<file path="src/rtl/mem_pkg.sv">
// Shared types for the store buffer and its lookup CAM.
package mem_pkg;

   localparam int ADDR_W = 15;   // word address, bits [15:1]
   localparam int DATA_W = 16;

   typedef struct packed {
      logic [ADDR_W:1]   addr;
      logic [DATA_W-1:0] data;
   } stb_entry_t;

endpackage

</file>
<file path="src/rtl/stb_cam.sv">
// Load-lookup CAM for the store buffer: marks the occupied slots between
// head and tail, compares their addresses against the load address and
// returns the youngest (closest to tail) matching slot.
module stb_cam
   import mem_pkg::*;
#(
   parameter  int DEPTH    = 8,
   localparam int PTR_BITS = $clog2(DEPTH)
) (
   input  logic [DEPTH-1:0][ADDR_W:1] entry_addr_i,
   input  logic [PTR_BITS:0]          head_i,
   input  logic [PTR_BITS:0]          tail_i,
   input  logic [ADDR_W:1]            ld_addr_i,
   output logic                       hit_o,
   output logic [PTR_BITS-1:0]        index_o
);

   logic [PTR_BITS:0]   occ;
   logic [PTR_BITS-1:0] idx;

   // Walk slots oldest to youngest; a later match overrides, so the youngest wins.
   always_comb begin
      occ     = tail_i - head_i;
      idx     = '0;
      hit_o   = 1'b0;
      index_o = head_i[PTR_BITS-1:0];
      for (int k = 0; k < DEPTH; k++) begin
         idx = head_i[PTR_BITS-1:0] + k[PTR_BITS-1:0];
         if (((PTR_BITS+1)'(k) < occ) && (entry_addr_i[idx] == ld_addr_i)) begin
            hit_o   = 1'b1;
            index_o = idx;
         end
      end
   end

endmodule

</file>
<file path="src/rtl/store_buffer.sv">
// Committed-store FIFO in front of stor_mem's write port. Drains one store
// per cycle in order and exposes a load lookup over the undrained stores.
// Build option STORE_BUF_FWD_EN: when defined, ld_data forwards the youngest
// matching store; otherwise ld_hit only signals a conflict and ld_data is 0.
module store_buffer
   import mem_pkg::*;
#(
   parameter  int DEPTH    = 8,
   localparam int PTR_BITS = $clog2(DEPTH)
) (
   input  logic              clk,
   input  logic              rst,
   input  logic              enq_valid,
   output logic              enq_ready,
   input  logic [ADDR_W:1]   enq_addr,
   input  logic [DATA_W-1:0] enq_data,
   input  logic              mem_hold,
   output logic              mem_wen,
   output logic [ADDR_W:1]   mem_waddr,
   output logic [DATA_W-1:0] mem_wdata,
   input  logic [ADDR_W:1]   ld_addr,
   output logic              ld_hit,
   output logic [DATA_W-1:0] ld_data,
   output logic              empty,
   output logic [PTR_BITS:0] count
);

   stb_entry_t                entry_q [DEPTH];
   logic [PTR_BITS:0]         head_q, head_d;
   logic [PTR_BITS:0]         tail_q, tail_d;
   logic [PTR_BITS:0]         count_q, count_d;
   logic                      full;
   logic                      do_enq;
   logic [DEPTH-1:0][ADDR_W:1] entry_addr;
   logic [PTR_BITS-1:0]       cam_idx;

   // Wrap bit distinguishes full from empty when the index bits coincide.
   assign full      = (head_q[PTR_BITS-1:0] == tail_q[PTR_BITS-1:0]) &&
                      (head_q[PTR_BITS] != tail_q[PTR_BITS]);
   assign empty     = (head_q == tail_q);
   assign enq_ready = !full;
   assign do_enq    = enq_valid && !full;
   assign count     = count_q;

   // Drain port reads only registered state; a new store cannot reach it the same cycle.
   assign mem_wen   = !empty && !mem_hold;
   assign mem_waddr = entry_q[head_q[PTR_BITS-1:0]].addr;
   assign mem_wdata = entry_q[head_q[PTR_BITS-1:0]].data;

   // Next-state for pointers and occupancy.
   always_comb begin
      head_d  = head_q;
      tail_d  = tail_q;
      count_d = count_q;
      if (do_enq)  tail_d = tail_q + 1'b1;
      if (mem_wen) head_d = head_q + 1'b1;
      case ({do_enq, mem_wen})
         2'b10:   count_d = count_q + 1'b1;
         2'b01:   count_d = count_q - 1'b1;
         default: count_d = count_q;
      endcase
   end

   // Pointer and count registers; reset discards anything still buffered.
   always_ff @(posedge clk) begin
      if (rst) begin
         head_q  <= '0;
         tail_q  <= '0;
         count_q <= '0;
      end else begin
         head_q  <= head_d;
         tail_q  <= tail_d;
         count_q <= count_d;
      end
   end

   // Entry storage, written at tail; contents are not cleared by reset.
   always_ff @(posedge clk) begin
      if (!rst && do_enq)
         entry_q[tail_q[PTR_BITS-1:0]] <= '{addr: enq_addr, data: enq_data};
   end

   // Flatten entry addresses for the CAM.
   always_comb begin
      for (int i = 0; i < DEPTH; i++) entry_addr[i] = entry_q[i].addr;
   end

   stb_cam #(.DEPTH(DEPTH)) u_cam (
      .entry_addr_i (entry_addr),
      .head_i       (head_q),
      .tail_i       (tail_q),
      .ld_addr_i    (ld_addr),
      .hit_o        (ld_hit),
      .index_o      (cam_idx)
   );

`ifdef STORE_BUF_FWD_EN
   assign ld_data = ld_hit ? entry_q[cam_idx].data : '0;
`else
   // Conflict-only lookup: the load unit stalls on ld_hit, no data is forwarded.
   logic unused_cam_idx;
   assign unused_cam_idx = ^cam_idx;
   assign ld_data        = '0;
`endif

endmodule
</file>
<file path="config.mk">
export PLATFORM = sky130hd
export DESIGN_NAME = store_buffer
export DESIGN_NICKNAME = d
export VERILOG_FILES = /design/src/rtl/mem_pkg.sv /design/src/rtl/stb_cam.sv /design/src/rtl/store_buffer.sv
export SDC_FILE = /design/constraint.sdc
export NUM_CORES = 1
export LEC_CHECK = 0
export ABC_AREA = 0
export BUFFER_PORTS_ARGS = -buffer_cell sky130_fd_sc_hd__buf_2
export CORE_MARGIN = 4
export CORE_UTILIZATION = 65
export CTS_BUF_LIST = sky130_fd_sc_hd__clkbuf_8
export DETAILED_ROUTE_END_ITERATION = 10
export MAX_ROUTING_LAYER = met4
export PLACE_DENSITY = 0.88
export SLEW_MARGIN = 30
export SYNTH_ARGS = -nofsm -noshare
export SYNTH_HDL_FRONTEND = slang
export SYNTH_SLANG_ARGS = --single-unit
</file>
<file path="constraint.sdc">
create_clock -name clk -period 12.5 [get_ports clk]
set_input_delay 1.25 -clock clk [delete_from_list [all_inputs] [get_ports clk]]
set_output_delay 1.25 -clock clk [all_outputs]
set_load 0.01 [all_outputs]
</file>
== Word level (Yosys, flattened, before mapping) ==
Memories as Yosys holds them, arrays and structs flattened. A register that Yosys moved wholly into a read port is not among the register bits.
Index checks and enable logic that the tools add are counted.
Storage, ports and cells
  latch bits: 0
  memories: 1
  RAM bits: 248
  ROM bits: 0
  word-level logic and storage cells: 91
  input bits: 50
  output and inout bits: 55
  flip-flop bits (word level): 12
Memory list
  entry_q: depth 8, width 31, rd ports 9, clocked after memory_dff 1, write ports 1, RTL line store_buffer.sv:28  | stb_entry_t entry_q [DEPTH];
Cells by class
  order comparisons: 16
  reductions and logical operators: 17
  multiplexer cells: 29
  equality and inequality tests: 13
  $add $sub $neg: 12
  multipliers: 0
  divide/modulo/power cells: 0
  bitwise logic cells: 0
  shifts and indexed selects: 0
Operators with widths (count)
  binary-select mux 15 bit (select 3 bit): 8
  == test 15 bit: 8
  two-way mux 15 bit: 8
  less-than comparator 3 x 4 -> 1 bit (second input constant): 8
  less-than comparator 3 x 4 -> 1 bit (first input constant): 4
  adder 3 bit (second input constant): 4
  adder 4 x 1 -> 4 bit (second input constant): 3
  logical AND 1 bit: 12
  two-way mux 1 bit: 10
  less-than comparator 1 x 4 -> 1 bit (first input constant): 2
  less-than comparator 2 x 4 -> 1 bit (first input constant): 2
  case mux 4 bit (2 select lines): 1
  adder 3 x 2 -> 3 bit (second input constant): 2
  two-way mux 3 bit: 2
  == test 4 bit: 1
  zero test 1 bit: 4
  subtractor 4 x 1 -> 4 bit (second input constant): 1
  subtractor 4 bit: 1
  adder 3 x 1 -> 3 bit (second input constant): 1
  == test 3 bit: 1
  == test 2 x 1 -> 1 bit (second input constant): 1
  == test 2 bit (second input constant): 1
  nonzero test 2 bit: 1
  inequality test 1 bit: 1

== Logic depth before layout (Yosys ltp) ==
An unclocked memory read counts as a cell.
  depth after elaboration: 13
  gate-level depth with buffers: 18
  mapped depth without buffers: 12

== Hierarchy ==
Synthesis repeated with hierarchy kept, for this count alone.
Second synthesis, totals
  cells, all modules: 1086
  area, all modules: 16743.6 µm²
By module, submodules not included
  store_buffer: seq. area each 7747.4 µm², area an instance 10227.3 µm², cells each 473, instances 1
  stb_cam: seq. area each 0.0 µm², area an instance 6516.2 µm², cells each 613, instances 1

== Least setup slack after synthesis ==
No wires, ideal clock.
  path type: register -> register
  start point: register head_q[1]
  end point: memory entry_q[0][0] (netlist bit) (enable)
  cell stages (with the launch flop): 12
  setup time: 0.458 ns
  data arrival time: 4.542 ns
  slack: 7.500 ns
  required time: 12.042 ns
  path buffers: 4
  clock period less this slack: 5.000 ns
  cells stage by stage: dfxtp_1 -> buf_4 -> buf_4 -> buf_2 -> buf_2 -> inv_1 -> ha_1 -> nand3_1 -> nand2b_1 -> nand2_1 -> or3_1 -> nor3_1
Between the ends
  cells in the longest elaborated chain, start to end: 7
RTL lines
  start: declaration: RTL line store_buffer.sv:29  | logic [PTR_BITS:0] head_q, head_d;
  start signal: assignment: RTL line store_buffer.sv:67  | head_q <= '0;
  start signal: assignment: RTL line store_buffer.sv:71  | head_q <= head_d;
  == test 3 bit: RTL line store_buffer.sv:38  | assign full = (head_q[PTR_BITS-1:0] == tail_q[PTR_BITS-1:0]) &&
  logical AND 1 bit: RTL line store_buffer.sv:38
  zero test 1 bit
  net enq_ready: RTL line store_buffer.sv:14  | output logic enq_ready,
  logical AND 1 bit: RTL line store_buffer.sv:42  | assign do_enq = enq_valid && !full;
  logical AND 1 bit: RTL line store_buffer.sv:79  | if (!rst && do_enq)
  two-way mux 1 bit: RTL line store_buffer.sv:79
  two-way mux 1 bit (not written as such): RTL line store_buffer.sv:80  | entry_q[tail_q[PTR_BITS-1:0]] <= '{addr: enq_addr, data: enq_data};
  end: declaration: RTL line store_buffer.sv:28
The timed path passes the listed nets, and every way through them passes these cells.

== Final worst setup path ==
  start point: register head_q[1]
  end point: output ld_hit
Between the ends
  cells in the longest elaborated chain, start to end: 12
  elaborated cells on any way between the ends: 56
  classes of those cells: add/sub (8); order compare (8); eq/ne (8); mux (24); reduce/logical (8)
RTL lines
  adder 3 x 1 -> 3 bit or binary-select mux 15 bit (select 3 bit) (tied branches): RTL line stb_cam.sv:28, stb_cam.sv:29
  binary-select mux 15 bit (select 3 bit) or two-way mux 15 bit (tied branches): RTL line stb_cam.sv:29  | if (((PTR_BITS+1)'(k) < occ) && (entry_addr_i[idx] == ld_addr_i)) begin
  two-way mux 15 bit (not written as such) or == test 15 bit (tied branches): RTL line stb_cam.sv:29
  == test 15 bit or logical AND 1 bit (tied branches): RTL line stb_cam.sv:29
  logical AND 1 bit or two-way mux 1 bit (tied branches): RTL line stb_cam.sv:29
  two-way mux 1 bit (6 in series): RTL line stb_cam.sv:29
  two-way mux 1 bit *: RTL line stb_cam.sv:29
  end: declaration: RTL line store_buffer.sv:22  | output logic ld_hit,
Mark *: on every way between the ends. The rest lies on a longest branch, timed or not. The select of a mux whose other input is x is not followed.

==> impl_results.md <==
- Final Slew Violations: 0
- Clock root buffer: clkbuf_8
- Fin crit period: roughly 6400 ps
- Post-Syn Area: roughly 0.017 mm2
- Post-DP HPWL: about 28 mm
- I/O pin cnt: about 110
- Most common cell after layout, fill and taps aside: edfxtp_1
- Avg Cell Area, Syn: 16.4 um2
- Number of DRC violations after detailed-routing iteration 0: 1415
- P_leak: roughly 6.2 nW
- Share of cells above drive strength 1: between 30% and 40%
- Total global routing overflow: 0
- Die W: 171 um
- H-Tree Depth: 2
- TritonCTS Buffers: 42
- Worst Max-Slew Pin Slew: 848 ps
- Setup crit start: head_q[1]
- Clk slew on worst S/H paths: ~70 ps
- Netlist cell types: 42
- Synthesized flop and latch total: between 200 and 300
- Cell depth of the worst flop-to-flop path: 8
- Largest net degree at the start of global routing: 71
- DIE HEIGHT: around 170 um
- Synth Instances: 1056
- Row count: 59
- Reg2reg end: entry_q[0][12]
- 1st-pass router iterations: 5
- Cts hold-fix bufs: 0
- Clock net sink count: between 200 and 300
- Final Cycle Share: 50.8%
- DR vias: 10800
- Met1 GRT Util: 42.3%
- Crit Path Max Fanout: 52
- Final net count: 1184
- Peak Freq: roughly 160 MHz
- DRC violations left: 0
- Vias in the first global route: between 10000 and 15000
- Setup TNS Final: 0 ps
- Routed WL: around 43 mm
- Via density per instance: between 7 and 8
- Cts repair resizes: 0
- GP Congestion: roughly 1
- Synthesis-to-finish area growth: 8.30%
- Hold Crit Class: register to register
- Post-synth EDFFs: around 250
- Worst setup SP type: register
- Initial Util: about two thirds
- Core ar.: between 0.02 and 0.03 mm2
- Max-cap check violation count: 0
- Clock skew: 29.7 ps
- RSZ-0062 raised after global routing: false
- Post-route ant nets: 0
- Synth warnings: 0
- FF-to-FF setup slack: 7790 ps
- PwrDens: 146 mW/mm2
- Clk buf depth: 3
- Synth top area cells: edfxtp_1, mux4_2, mux2i_1
- I/O Buffers: 88
- Worst vdd ir: roughly 0.14 mV
- Min-delay src: count[3]
- Area leader, netlist: edfxtp_1
- Grt met3 use: 6.89%
- Crit. End Element: output port
- Top cell type's share of synthesized area: a little over two fifths
- CTS tree: yes
- Placed Area: 0.0180 mm2
- Gr busiest metal: met2
- Initial antenna violation count: 2
- Slew HR: between 40% and 50%
- Critical path required time: 11250 ps
- CP endpoint: ld_hit
- Seq/Total Area, Yosys: approximately 45%
- Final Cell Area: between 0.015 and 0.02 mm2
- Wire per inst: approximately 29 um
- Setup violations, final: 0
- Status: completed
- Die area: around 0.029 mm2
- Met2 global-route usage: between 40% and 50%
- Worst EP arrival: between 5000 and 6000 ps
- CP Class: register to output port
- Hold Violations, Final: 0
- Main synth FF type: edfxtp_1
- Clk_lat worst skew: about 570 ps
- First-pass GRT wire length: between 60 and 70 mm
- Post-synth ARST share: 0%
- Post CTS Setup Buffer Count: 0
- Reg2reg start: head_q[0]
- Gr usage total: between 30% and 40%
- Commonest non-fill, non-tap cells in the layout: edfxtp_1, mux4_2, mux2i_1
==> cell families after synthesis <==
| kind of cell | share of synthesized area, % |
|---|---|
| buf+inv | 3.49 |
| other cells | 0.0217 |
| fa+ha+maj | 0.954 |
| mux | 38.2 |
| flops | 44.8 |
| simple gates | 3.33 |
| compound gates | 1.34 |
| xor+xnor | 7.89 |
==> Yosys cell counts, types with 2 or more instances <==
| master | number |
|---|---|
| buf_4 | 27 |
| buf_2 | 33 |
| or3_1 | 5 |
| a21o_1 | 2 |
| nor2_1 | 26 |
| buf_6 | 6 |
| nand2_1 | 14 |
| a31oi_1 | 3 |
| dfxtp_1 | 15 |
| inv_1 | 8 |
| a21oi_1 | 11 |
| nand3_1 | 17 |
| mux2i_1 | 101 |
| fa_1 | 2 |
| nand2b_1 | 2 |
| xnor2_1 | 72 |
| and3_1 | 3 |
| mux4_1 | 11 |
| edfxtp_1 | 248 |
| nor3_1 | 7 |
| nor4_1 | 11 |
| clkbuf_1 | 15 |
| buf_1 | 20 |
| nand4_1 | 24 |
| inv_2 | 2 |
| xor2_1 | 84 |
| mux4_2 | 219 |
| o21ai_0 | 7 |
| ha_1 | 10 |
| mux2_2 | 34 |
| a311oi_1 | 5 |
| o22ai_1 | 2 |
==> through the flow <==
step	hold slack (ps)	setup WS, ps	utilization, %	power (mW)	cells
global route	524	5750	71.7	2.88	1487
global placement	464	6530	68.5	2.05	1411
floorplan	497	7500	-	1.86	1071
CTS	511	6150	71.6	2.75	1484
finish	520	6150	71.7	2.74	1487
detailed placement	502	6740	68.7	2.07	1412
==> report_power, final <==
| part | switching (mW) | internal, mW | total (mW) | leakage, nW |
|---|---|---|---|---|
| combinational | 0.503 | 0.520 | 1.02 | 3.41 |
| sequential | 0.0534 | 0.984 | 1.04 | 2.37 |
| clock | 0.339 | 0.339 | 0.678 | 0.448 |
==> worst min path at each step <==
stage                    end  slack, ps  cells past startpoint
finish              count[3]        520                      2
global placement    count[3]        460                      2
CTS                 count[3]        510                      2
detailed placement  count[3]        500                      2
global route        count[3]        520                      2
floorplan           count[3]        500                      2
==> area by class of cell <==
cell class                 count  area [um2]
antenna                        2        5.00
clock buffer                  42         578
clock inverter                30         179
fill                        1623        7390
inverter                      10        37.5
multi-input combinational    697        9130
sequential                   263        7760
tap                          335         419
timing repair buffer         108         631
==> per-layer routing <==
| layer | share of wire [%] | vias to the layer above |
|---|---|---|
| li1 | - | 4487 |
| met1 | 37 | 5588 |
| met2 | 50 | 659 |
| met3 | 10 | 91 |
| met4 | 3.0 | 0 |
| met5 | 0 | - |
==> worst max-delay path, stage by stage, from the launching register on <==
cell and delay (ps):
dfxtp_4 820, buf_4 750, ha_1 450, xor2_4 560, buf_16 240, mux4_2 310
mux2i_1 210, xnor2_1 160, nor4_1 370, a31oi_1 160, o211ai_1 180, a211o_1 180
buf_2 140
==> state kept, by name (all words and copies together) (netlist names), named ones only <==
name     flops
head_q       4
tail_q       4
count        4
entry_q    248
Power figures use the tool's default switching activity.
